File: src/rtl/decode_issue_ctrl.sv
// rtl/decode_issue_ctrl.sv - decode-stage issue controller with 2-entry FIFO and CSR serialization
//
// Ports:
//   clk, reset (async, active-low)
//   in_valid / in_ready / in_instr / in_pc     : fetch side, enqueue into FIFO
//   out_valid / out_ready / out_instr / out_pc : decode side, head of FIFO
//   out_imm_type / out_is_csr                  : classification stored with the head entry
//   flush                                      : drop all buffered instructions
//   csr_done / csr_busy                        : CSR writeback pulse / CSR op outstanding
//
// ImmGenType encoding: 0 NoGen, 1 Gen_1, 2 Gen_2, 3 Gen_3, 4 Gen_4, 5 Gen_5, 6 Gen_CSR.
module decode_issue_ctrl #(
  parameter int DEPTH = 2
) (
  input  logic        clk,
  input  logic        reset,
  input  logic        in_valid,
  output logic        in_ready,
  input  logic [31:0] in_instr,
  input  logic [63:0] in_pc,
  output logic        out_valid,
  input  logic        out_ready,
  output logic [31:0] out_instr,
  output logic [63:0] out_pc,
  output logic [2:0]  out_imm_type,
  output logic        out_is_csr,
  input  logic        flush,
  input  logic        csr_done,
  output logic        csr_busy
);

  localparam logic [2:0] IMM_NOGEN = 3'd0;
  localparam logic [2:0] IMM_GEN_1 = 3'd1;
  localparam logic [2:0] IMM_GEN_2 = 3'd2;
  localparam logic [2:0] IMM_GEN_3 = 3'd3;
  localparam logic [2:0] IMM_GEN_4 = 3'd4;
  localparam logic [2:0] IMM_GEN_5 = 3'd5;
  localparam logic [2:0] IMM_CSR   = 3'd6;

  localparam logic [0:0] ST_ISSUE    = 1'b0;
  localparam logic [0:0] ST_CSR_WAIT = 1'b1;

  logic [31:0] instr_q [2];
  logic [63:0] pc_q    [2];
  logic [2:0]  imm_q   [2];
  logic        csr_q   [2];
  logic        wr_ptr;
  logic        rd_ptr;
  logic [1:0]  count;
  logic [0:0]  state;

  logic [2:0]  enq_imm;
  logic        enq_csr;
  logic        push;
  logic        pop;

  // Classify at enqueue so the head outputs come straight from storage.
  always_comb begin
    enq_imm = IMM_NOGEN;
    enq_csr = 1'b0;
    case (in_instr[6:0])
      7'b0010011, 7'b0011011, 7'b0000011, 7'b1100111: enq_imm = IMM_GEN_1;
      7'b0110111, 7'b0010111:                         enq_imm = IMM_GEN_2;
      7'b1100011:                                     enq_imm = IMM_GEN_3;
      7'b0100011:                                     enq_imm = IMM_GEN_4;
      7'b1101111:                                     enq_imm = IMM_GEN_5;
      7'b1110011: begin
        // funct3 == 000 is ecall/ebreak/xret, not a CSR access
        if (in_instr[14:12] != 3'b000) begin
          enq_imm = IMM_CSR;
          enq_csr = 1'b1;
        end
      end
      default: ;
    endcase
  end

  // in_ready depends only on the stored count, so a pop cannot free a full slot in the same cycle.
  assign in_ready     = (count != 2'(DEPTH));
  assign out_valid    = (state == ST_ISSUE) && (count != 2'd0);
  assign csr_busy     = (state == ST_CSR_WAIT);
  assign out_instr    = instr_q[rd_ptr];
  assign out_pc       = pc_q[rd_ptr];
  assign out_imm_type = imm_q[rd_ptr];
  assign out_is_csr   = csr_q[rd_ptr];

  assign push = in_valid & in_ready & ~flush;
  assign pop  = out_valid & out_ready;

  always_ff @(posedge clk or negedge reset) begin
    if (!reset) begin
      for (int i = 0; i < 2; i++) begin
        instr_q[i] <= '0;
        pc_q[i]    <= '0;
        imm_q[i]   <= IMM_NOGEN;
        csr_q[i]   <= 1'b0;
      end
      wr_ptr <= 1'b0;
      rd_ptr <= 1'b0;
      count  <= 2'd0;
      state  <= ST_ISSUE;
    end else begin
      if (push) begin
        instr_q[wr_ptr] <= in_instr;
        pc_q[wr_ptr]    <= in_pc;
        imm_q[wr_ptr]   <= enq_imm;
        csr_q[wr_ptr]   <= enq_csr;
      end

      if (flush) begin
        wr_ptr <= 1'b0;
        rd_ptr <= 1'b0;
        count  <= 2'd0;
      end else begin
        if (push) wr_ptr <= ~wr_ptr;
        if (pop)  rd_ptr <= ~rd_ptr;
        count <= count + 2'(push) - 2'(pop);
      end

      // Flush leaves the state alone: an already-issued CSR op still has to write back.
      case (state)
        ST_ISSUE:    if (pop && out_is_csr) state <= ST_CSR_WAIT;
        ST_CSR_WAIT: if (csr_done) state <= ST_ISSUE;
        default:     state <= ST_ISSUE;
      endcase
    end
  end

endmodule
File: config.mk
export PLATFORM = sky130hd
export DESIGN_NAME = decode_issue_ctrl
export DESIGN_NICKNAME = d
export VERILOG_FILES = /design/src/rtl/decode_issue_ctrl.sv
export SDC_FILE = /design/constraint.sdc
export NUM_CORES = 1
export LEC_CHECK = 0
export CAP_MARGIN = 5
export CORE_UTILIZATION = 55
export CTS_CLUSTER_SIZE = 16
export DETAILED_ROUTE_END_ITERATION = 8
export PLACE_DENSITY = 0.86
export SETUP_SLACK_MARGIN = 0.02
export SLEW_MARGIN = 20
export SYNTH_ARGS = -nofsm -noshare
export SYNTH_HDL_FRONTEND = slang
export SYNTH_SLANG_ARGS = --single-unit
File: constraint.sdc
create_clock -name clk -period 5.7 [get_ports clk]
set_clock_uncertainty 0.2 [all_clocks]
set_input_delay 0.57 -clock clk [delete_from_list [all_inputs] [get_ports clk]]
set_output_delay 0.57 -clock clk [all_outputs]
set_load 0.05 [all_outputs]
==> impl_metrics.env <==
export IMPL_status="finished clean"
export IMPL_gr_total_overflow=0
export IMPL_layout_commonest_cell="nand2_1"
export IMPL_ant_nets=0
export IMPL_clock_latency_ps=490
export IMPL_synth_edf_count=0
export IMPL_die_y_um=133
export IMPL_yosys_cell_types_count=34
export IMPL_routed_wl_um=20900
export IMPL_worstSetupStartpointType="flip-flop"
export IMPL_rsz0062_at_grt="false"
export IMPL_drive_gt1_share_pct=25.1
export IMPL_critPathCaptureType="output pin"
export IMPL_grt_max_degree=105
export IMPL_drt_vias_per_instance=5.22
export IMPL_layout_common_cells="nand2_1, dfrtp_1, clkdlybuf4s50_1"
export IMPL_period_needed_ps=3760
export IMPL_placed_cells=1166
export IMPL_worst_slew_pin_slew_ps=842
export IMPL_crit_path_cell_trace="buf_4 -> mux2_2 -> clkdlybuf4s50_1"
export IMPL_avgRoutedWirePerCell_um=17.3
export IMPL_cpPeakStageDelay_ps=850
export IMPL_syn_area_um2=9470
export IMPL_synthCells=779
export IMPL_port_buffers=204
export IMPL_stdcell_count=1206
export IMPL_dieArea_um2=17700
export IMPL_num_vias=6296
export IMPL_drt_iter0_markers=298
export IMPL_hold_violations=0
export IMPL_ys_async_sr_fraction_pct=100
export IMPL_dominantRegCellSynth="dfrtp_1"
export IMPL_cp_arrival_ps=2990
export IMPL_synth_nets=883
export IMPL_root_buffer="clkbuf_16"
export IMPL_syn_to_final_growth_pct=29.1
export IMPL_cts_repair_resize_count=0
export IMPL_min_path_type="reg -> reg"
export IMPL_grt_pass1_wl_um=34100
export IMPL_critPathBufInv=2
export IMPL_cts_buffer_depth=3
export IMPL_cts_tree="yes"
export IMPL_synthTopCellsByArea="dfrtp_1, mux2_2, mux2_4, nand2_1, buf_12"
export IMPL_syn_area_per_cell_um2=12.2
export IMPL_path_clk_slew_ps=60
export IMPL_setup_tns_ps=0
export IMPL_yosysTopAreaCell="dfrtp_1"
export IMPL_clock_fmax_mhz=266
export IMPL_start_util_pct=56.7
export IMPL_placed_area_um2=11500
export IMPL_grt_antenna_before_repair=0
export IMPL_cp_top_family="buffers and inverters"
export IMPL_die_w_um=133
export IMPL_gp_congestion=0.762
export IMPL_worstSetupPathType="reg -> out"
export IMPL_coreArea_um2=16700
export IMPL_cp_slowest_cell="dfrtp_4"
export IMPL_max_slew_margin_pct=43.9
export IMPL_setup_viol=0
export IMPL_finalMaxSlewViolations=0
export IMPL_cp_max_fo=43
export IMPL_dr_pass1_iters=4
export IMPL_drc_errors=0
export IMPL_place_hpwl_um=13500
export IMPL_grt_usage_pct=24.1
export IMPL_finish_net_count=1075
export IMPL_fin_hold_ws_ps=271
export IMPL_fin_ws_ps=1940
export IMPL_yosysWarnings=0
export IMPL_peakVddDrop_v=0.000429
export IMPL_p_leak_uw=0.00564
export IMPL_finalCritPeriodShare_pct=66.0
export IMPL_antenna_cells=0
export IMPL_clock_sinks=205
export IMPL_required_ps=4930
export IMPL_core_rowCount=47
export IMPL_place_ws_ps=2360
export IMPL_grt_pass1_vias=6711
export IMPL_yosysSeqAreaShare_pct=54.2
export IMPL_maxCapViolCount=0
export IMPL_numCtsBuffers=22
export IMPL_cts_max_level=1
export IMPL_postLayoutCellArea_um2=12200
export IMPL_synth_top_cell_area_share_pct=54.2
export IMPL_p_per_area_nw_per_um2=673
export IMPL_ys_ff_latch=205
export IMPL_ioPinCount=205
## tightest hold or removal path: cells and delay by family (launching register included)
kind / cells / cell delay [ps]
and+or+nand+nor: 2 / 100
DFF: 1 / 340
## repair_timing
item                      4_1_cts  5_1_grt
setup buffers                   0        0
hold buffers                    1        0
hold endpoints to repair        4        0
## cell usage after synthesis (3+ instances only)
library cell	count
buf_12	9
buf_2	30
clkbuf_1	3
dfrtp_1	205
inv_1	8
mux2_2	117
mux2_4	86
nand2_1	275
nand3_1	3
nor2_1	4
nor3_1	3
o21ai_0	9
xor2_1	3
## layout make-up
class / count / area [um2]
fill: 1148 / 4480
clock buffer: 38 / 682
multi-input combinational: 521 / 3950
sequential: 205 / 5130
timing repair buffer: 213 / 2140
inverter: 8 / 30.0
clock inverter: 1 / 5.00
tap: 220 / 275
## kinds of logic after synthesis
| kind of cell | share of synthesized area [%] |
|---|---|
| muxes | 27.6 |
| adders and majority gates | 0.264 |
| DFF | 54.2 |
| AOI/OAI and AO/OA | 1.26 |
| xor gates and xnor gates | 0.370 |
| buffers and inverters | 4.24 |
| and+or+nand+nor | 12.1 |
## metrics by stage
step                power, uW  utilization [%]
finish                   8230             73.2
global route             8600             73.2
CTS                      8280             73.2
detailed placement       6870             69.0
global placement         6780             69.0
floorplan                5610                -
## flip-flops by register name, indices dropped and copies added, names as in the netlist
name	flops
csr_busy	1
count	2
rd_ptr	1
wr_ptr	1
imm_q	6
instr_q	64
csr_q	2
pc_q	128
## metal layers
metal  vias up  global-route usage [%]  routed length, um
met5         -                       0                  0
met3        32                    6.66               1450
met1      3131                    31.4               9000
li1       2961                       -                  -
met2       172                    40.2              10000
met4         0                    5.87                424
## final timing paths
| check | from | end | slack, ps | cells past startpoint |
|---|---|---|---|---|
| worst max register to register | count[1]$_DFF_PN0_ | instr_q[32]$_DFFE_PN0P_ | 3040 | 4 |
| worst max-delay path | rd_ptr$_DFFE_PN0P_ | out_is_csr | 1940 | 3 |
| worst min-delay path | pc_q[44]$_DFFE_PN0P_ | pc_q[44]$_DFFE_PN0P_ | 270 | 2 |
| max in group asynchronous | reset | instr_q[24]$_DFFE_PN0P_ | 3770 | 3 |
| worst min register to register | pc_q[44]$_DFFE_PN0P_ | pc_q[44]$_DFFE_PN0P_ | 270 | 2 |
| min in group asynchronous | reset | pc_q[101]$_DFFE_PN0P_ | 520 | 2 |
## where the power goes
part / leakage (uW) / switching (uW) / total (uW) / internal (uW)
Combinational: 0.00281 / 2510 / 4320 / 1810
Sequential: 0.00249 / 411 / 2560 / 2150
Clock: 0.000335 / 545 / 1350 / 806
Total: 0.00564 / 3460 / 8230 / 4760
Power figures use the tool's default switching activity.
